==> src/rtl/sar_ctrl_pkg.sv <==
// Shared state encoding and sizing helpers for the parametrised SAR sequencer.
package sar_ctrl_pkg;

   typedef logic [1:0] sar_state_t;

   localparam sar_state_t ST_IDLE    = 2'd0;
   localparam sar_state_t ST_SAMPLE  = 2'd1;
   localparam sar_state_t ST_CONVERT = 2'd2;
   localparam sar_state_t ST_DONE    = 2'd3;

   // Bit-index width: must hold NBITS-1, never narrower than one bit.
   function automatic int idx_w(input int nbits);
      return (nbits <= 2) ? 1 : $clog2(nbits);
   endfunction

endpackage

==> src/rtl/sar_onehot_dec.sv <==
// Bit index + enable to one-hot small-FSM enable vector (combinational).
module sar_onehot_dec #(
   parameter int NBITS = 6,
   parameter int IW    = 3
) (
   input  logic [IW-1:0]    idx_i,
   input  logic             en_i,
   output logic [NBITS-2:0] onehot_o
);

   for (genvar g = 0; g < NBITS-1; g++) begin : g_bit
      assign onehot_o[g] = en_i && (idx_i == IW'(g));
   end

endmodule

==> src/rtl/sar_ctrl_param.sv <==
// SAR ADC top-level sequencer: IDLE -> SAMPLE -> CONVERT (NBITS cycles) -> DONE.
// Optional result-overrun detection is built when SAR_CTRL_OVERRUN_EN is defined.
module sar_ctrl_param
   import sar_ctrl_pkg::*;
#(
   parameter int NBITS         = 6,
   parameter int SAMPLE_CYCLES = 1
) (
   input  logic             CLK,
   input  logic             RESET,
   input  logic             START,
   input  logic             CONT,
   input  logic             VCOMP,
`ifdef SAR_CTRL_OVERRUN_EN
   input  logic             RESULT_ACK,
   output logic             OVERRUN,
`endif
   output logic [NBITS-2:0] OUTEN,
   output logic             SAR_RESET,
   output logic             BUSY,
   output logic             DATA_VALID,
   output logic [NBITS-1:0] RESULT,
   output logic             LSBOUT
);

   localparam int IW = idx_w(NBITS);

   sar_state_t       state_q, state_d;
   logic [3:0]       cnt_q, cnt_d;
   logic [IW-1:0]    k_q, k_d;
   logic [NBITS-1:0] shift_q, shift_d;
   logic [NBITS-1:0] result_q, result_d;
   logic             lsb_q, lsb_d;

   always_comb begin
      state_d  = state_q;
      cnt_d    = cnt_q;
      k_d      = k_q;
      shift_d  = shift_q;
      result_d = result_q;
      lsb_d    = lsb_q;
      case (state_q)
         ST_IDLE: begin
            if (START) begin
               state_d = ST_SAMPLE;
               cnt_d   = '0;
               shift_d = '0;
            end
         end
         ST_SAMPLE: begin
            if (cnt_q == 4'(SAMPLE_CYCLES-1)) begin
               state_d = ST_CONVERT;
               cnt_d   = '0;
               k_d     = IW'(NBITS-1);
            end else begin
               cnt_d = cnt_q + 4'd1;
            end
         end
         ST_CONVERT: begin
            shift_d = {shift_q[NBITS-2:0], VCOMP};
            if (k_q == '0) begin
               result_d = {shift_q[NBITS-2:0], VCOMP};
               lsb_d    = VCOMP;
               state_d  = ST_DONE;
            end else begin
               k_d = k_q - 1'b1;
            end
         end
         ST_DONE: begin
            // Clearing the shift register here keeps back-to-back codes independent.
            if (CONT) begin
               state_d = ST_SAMPLE;
               cnt_d   = '0;
               shift_d = '0;
            end else begin
               state_d = ST_IDLE;
            end
         end
         default: state_d = ST_IDLE;
      endcase
   end

   always_ff @(posedge CLK or posedge RESET) begin
      if (RESET) begin
         state_q  <= ST_IDLE;
         cnt_q    <= '0;
         k_q      <= IW'(NBITS-1);
         shift_q  <= '0;
         result_q <= '0;
         lsb_q    <= 1'b0;
      end else begin
         state_q  <= state_d;
         cnt_q    <= cnt_d;
         k_q      <= k_d;
         shift_q  <= shift_d;
         result_q <= result_d;
         lsb_q    <= lsb_d;
      end
   end

   assign SAR_RESET  = (state_q == ST_IDLE) || (state_q == ST_SAMPLE);
   assign BUSY       = (state_q != ST_IDLE);
   assign DATA_VALID = (state_q == ST_DONE);
   assign RESULT     = result_q;
   assign LSBOUT     = lsb_q;

   // The LSB decision cycle (k = 0) drives no small FSM.
   sar_onehot_dec #(.NBITS(NBITS), .IW(IW)) u_dec (
      .idx_i    (k_q - 1'b1),
      .en_i     ((state_q == ST_CONVERT) && (k_q != '0)),
      .onehot_o (OUTEN)
   );

`ifdef SAR_CTRL_OVERRUN_EN
   logic pend_q, pend_d;
   logic ovr_q, ovr_d;

   always_comb begin
      pend_d = pend_q;
      if (DATA_VALID)      pend_d = 1'b1;
      else if (RESULT_ACK) pend_d = 1'b0;
      ovr_d = ovr_q | (DATA_VALID & pend_q & ~RESULT_ACK);
   end

   always_ff @(posedge CLK or posedge RESET) begin
      if (RESET) begin
         pend_q <= 1'b0;
         ovr_q  <= 1'b0;
      end else begin
         pend_q <= pend_d;
         ovr_q  <= ovr_d;
      end
   end

   assign OVERRUN = ovr_q;
`endif

endmodule

==> config.mk <==
export PLATFORM = sky130hd
export DESIGN_NAME = sar_ctrl_param
export DESIGN_NICKNAME = d
export VERILOG_FILES = /design/src/rtl/sar_ctrl_pkg.sv /design/src/rtl/sar_onehot_dec.sv /design/src/rtl/sar_ctrl_param.sv
export SDC_FILE = /design/constraint.sdc
export NUM_CORES = 1
export LEC_CHECK = 0
export CAP_MARGIN = 10
export CELL_PAD_IN_SITES_DETAIL_PLACEMENT = 1
export CELL_PAD_IN_SITES_GLOBAL_PLACEMENT = 2
export CORE_ASPECT_RATIO = 1.75
export CORE_MARGIN = 1.5
export CORE_UTILIZATION = 35
export CTS_BUF_LIST = sky130_fd_sc_hd__clkbuf_16
export CTS_CLUSTER_DIAMETER = 80
export DETAILED_ROUTE_END_ITERATION = 7
export GPL_TIMING_DRIVEN = 0
export PLACE_DENSITY_LB_ADDON = 0.1
export REMOVE_ABC_BUFFERS = 1
export SLEW_MARGIN = 20
export SYNTH_ARGS = -nofsm -noshare
export SYNTH_HDL_FRONTEND = slang
export SYNTH_SLANG_ARGS = --single-unit
==> constraint.sdc <==
create_clock -name CLK -period 4.9 [get_ports CLK]
set_input_delay 1.47 -clock CLK [delete_from_list [all_inputs] [get_ports CLK]]
set_output_delay 1.47 -clock CLK [all_outputs]
set_load 0.005 [all_outputs]
After elaboration in Yosys (flattened, before gate mapping)
Index checks and enable logic that the tools add are counted.

word-level totals
  output and inout bits = 15
  logic and storage cells = 56
  register bits = 21

operators by class
  eq/ne operators = 12
  add/sub/neg operators = 2
  multiplexer cells = 15
  reduce and logical (&&, ||, !) cells = 21

operators by type and width
  operator               count
  $pmux W5 S3            1
  $mux W4                3
  $pmux W4 S3            1
  $reduce_and A3 Y1      4
  $mux W5                2
  $ne A2 B2 Y1 const B   5
  $reduce_bool A3 Y1     3
  $pmux W2 S4            1
  $eq A3 B2 Y1 const B   2
  $logic_and A1 B1 Y1    6
  $logic_not A3 Y1       2
  $mux W2                3
  $mux W3                2
  $pmux W3 S2            1
  $add A4 B1 Y4 const B  1
  $eq A2 B2 Y1 const B   2
  $logic_not A4 Y1       1
  $reduce_bool A2 Y1     2
  $eq A3 B1 Y1 const B   1
  $eq A3 B3 Y1 const B   1
  $sub A3 B1 Y3 const B  1
  $eq A2 B1 Y1 const B   1
  $logic_not A2 Y1       1
  $reduce_and A2 Y1      1
  2 further kinds        2

Logic depth before layout (Yosys ltp)
  depth in word-level cells = 3
  mapped depth = 7

Modules after synthesis
A second synthesis with hierarchy kept.

second synthesis, totals
  cell total of the unflattened synthesis = 104
  area, all modules = 1,161.1 µm²

modules (own cells, without submodules)
  module          cells an instance  times used  sequential area each (µm²)  area each (µm²)
  sar_ctrl_param  99                 1           503.0                       1,097.3
  sar_onehot_dec  5                  1           0.0                         63.8

Worst setup path after synthesis
No wires, ideal clock.

  path type = reg-to-output
  start point = register k_q[0]
  end point = output OUTEN[1]
  path slack = 1.990 ns
  required time = 3.430 ns
  cell stages (with the launch flop) = 6
  arrival time = 1.440 ns
  buffers on the path = 0
  path through = dfstp_2 > inv_1 > ha_1 > ha_1 > nor2b_1 > and3_1

between the ends
  word-level cells in the longest chain between the ends = 3

RTL lines
  element                                                     RTL line                                      text
  start, declared                                             sar_ctrl_param.sv:30                          logic [IW-1:0] k_q, k_d;
  start signal, assigned                                      sar_ctrl_param.sv:87                          k_q <= IW'(NBITS-1);
  start signal, assigned                                      sar_ctrl_param.sv:94                          k_q <= k_d;
  $sub A3 B1 Y3 / $reduce_bool A3 Y1 (equally long branches)  sar_ctrl_param.sv:109, sar_ctrl_param.sv:110
  $eq A3 B1 Y1 / $logic_and A1 B1 Y1 (equally long branches)  sar_onehot_dec.sv:12, sar_ctrl_param.sv:110
  $logic_and A1 B1 Y1 (*)                                     sar_onehot_dec.sv:12                          assign onehot_o[g] = en_i && (idx_i == IW'(g));
  end, declared                                               sar_ctrl_param.sv:18                          output logic [NBITS-2:0] OUTEN,

Mark *: on every way between the ends. The rest lies on a longest branch, timed or not.

Worst setup path after layout
Same ends and word-level chain as after synthesis.

==> impl_metrics.ini <==
[floorplanning]
die_y_um = 78.62
num_io_pins = 20
start_util_pct = 36.40
dieArea_um2 = 3633
die_width_um = 46.21
fp.coreArea_um2 = 3142
rows = 27

[sta]
fmax_ghz = 0.2656
timing.final.crit_share_pct = 76.84
fin_setup_tns_ps = 0
max-slew-margin-rel_pct = 46.64
rsz0062_at_grt = false
hold_violations = 0
skew_ps = 1.999
tightest_slew_ps = 799.6
slew_viol_final = 0
final-setup-viol-count = 0
period_needed_ps = 3765

[critical_path]
r2r-end = k_q[2]
reg2reg_slack_ps = 2740
crit_required_ps = 3430
worst-setup-path-type = flop to primary output
startpoint = k_q[0]
rr_worst_depth = 7
critPathLaunchType = flop
end_kind = primary output
cp.arrival_ps = 2300
cp_max_fo = 5
r2r_start = k_q[0]
cp-endpoint = OUTEN[1]

[clocking]
numCtsBuffers = 3
insertion_delay_ps = 250
clock-sinks = 20
clk_path_buf_depth = 2
hold_buffers = 0
cts_tree = built
root_buffer = clkbuf_16
cts_resized = 0
cts_max_level = 1
cts.clk_slew.worst_paths_ps = 50
postCtsSetupRepairBufs = 0

[global_routing]
antenna_found_initial = 0
grt_max_degree = 21
gr-total-overflow = 0
grt_pass1_vias = 883
grt_pass1_wl_um = 3822
grt_usage_pct = 13.80

[synth]
yosys_warnings = 0
syn-cell-area_um2 = 1144
synth_compound_area_share_pct = 9.956
synth_adder_area_share_pct = 16.41
avgSynthCellArea_um2 = 10.69
yosys.area_share.simple_pct = 16.96
synth-seq-cells = 20
synth-seq-area-share_pct = 43.98
synth_xor_area_share_pct = 0
synthMuxAreaShare_pct = 7.768
yosysUniqueCellTypes = 26
syn_inst = 107
synth_top_family_by_area = simple AND/OR/NAND/NOR gates

[route]
viasPerCell = 4.901
dr_wl_met3_um = 43
route.vias.total = 838
antenna_left = 0
wl_met2_um = 1250
top_layer = met4
remaining_drc_errors = 0
drt_wl_total_um = 2187
drt_iter0_drc = 3
wl_per_cell_um = 12.79
routedLengthMet1_um = 872
firstDrtPassIters = 2

[layout]
final_common_cell = clkdlybuf4s50_1
synthToLayoutAreaGrowth_pct = 27.24
layout_common_cells = clkdlybuf4s50_1, dfrtp_1, ha_1, inv_1
design_area_um2 = 1455
final_nets = 149
final_layout_size_suffix_gt1_share_pct = 15.63
antennaDiodeCount = 0

[pwr]
p_per_area_nw_per_um2 = 474.4
p_leak_uw = 0.0007003
vdd_drop_max_uv = 342.5

[worst_hold_path]
min_path_type = flop to flop

[placement]
placed_cell_area_um2 = 1376
place_congestion = 0.7160
hpwl_um = 1691
portBuffers = 19

[outcome]
outcome = completed

[flow_run]
drv_cap = 0
[synth_stat cells]
master    number  area (µm²)
nand3_1        5       25.02
a31o_2         4       35.03
or4b_1         1       10.01
and3_1         3       18.77
and2b_2        1       8.760
dfstp_2        2       52.55
nor2_1         1       3.750
nor3_1         2       10.01
nor3_2         2       20.02
buf_4          1       7.510
nor2b_1        8       50.05
nand2_1        8       30.03
and2_4         1       8.760
or3b_1         1       8.760
o21ai_0        8       40.04
a211oi_1       1       7.510
dfrtp_1       18       450.4
o21ai_1        1       5.000
mux2i_1        1       10.01
clkbuf_1       1       3.750
a32o_1         1       10.01
ha_1          15       187.7
inv_1         12       45.04
mux2_2         7       78.83
a221oi_1       1       8.760
a22oi_1        1       7.510
[power breakdown]
| part | switching (µW) | internal (µW) |
|---|---|---|
| sequential | 25.0 | 198 |
| combinational | 165 | 138 |
| clock | 55.3 | 108 |
[how the worst min path moves through the flow]
stage                           end  cells after the start  slack, ps  startpoint
final                     RESULT[1]                      2        480   RESULT[1]
after global routing      RESULT[2]                      1        510   RESULT[2]
after CTS                 RESULT[1]                      2        490   RESULT[1]
after floorplan           RESULT[5]                      1        470  shift_q[4]
after detailed placement  RESULT[1]                      2        470   RESULT[1]
after global placement    RESULT[1]                      2        470   RESULT[1]
[critical path, stage by stage, from the launching register on]
cell	delay, ps
dfstp_2	560
inv_1	80
ha_1	200
ha_1	310
nor2b_1	210
and3_1	190
clkdlybuf4s50_1	490
[metal layers]
| metal | GRT usage, % | up-vias |
|---|---|---|
| li1 | - | 406 |
| met1 | 16.59 | 417 |
| met2 | 23.89 | 13 |
| met3 | 2.069 | 2 |
| met4 | 4.286 | 0 |
| met5 | 0 | - |
[registers in the layout, indices dropped and copies added, names as in the netlist]
name	count
RESULT	6
shift_q	5
state_q	2
k_q	3
cnt_q	4
[through the flow]
step | instances | utilization, % | worst slack [ps] | hold WS [ps] | total power, µW
detailed placement | 167 | 43.81 | 1381 | 472.9 | 537.5
CTS | 171 | 46.32 | 1107 | 485.7 | 707.5
global placement | 167 | 43.81 | 1402 | 469.7 | 524.7
floorplan | 105 | - | 1990 | 472.7 | 415.1
finish | 171 | 46.32 | 1135 | 476.6 | 690.3
global route | 171 | 46.32 | 1019 | 514.6 | 751.9
[cell type report]
cell class	instances	area (µm²)
clock buffers	3	75.07
clock inverters	1	3.754
flip-flops and latches	20	503.0
repair buffers	19	190.2
fillers	360	1687
multi-input cells	73	584.3
inverters	12	45.04
well taps	43	53.80
[cell families after synthesis]
| logic type | after synthesis |
|---|---|
| flip-flops | 20 |
| AND/OR/NAND/NOR | 33 |
| adder cells (fa/ha/maj) | 15 |
| multiplexers | 8 |
| AO/OA/AOI/OAI | 17 |
| buffers and inverters | 14 |
Note: power is estimated with default switching activity, not from simulation.
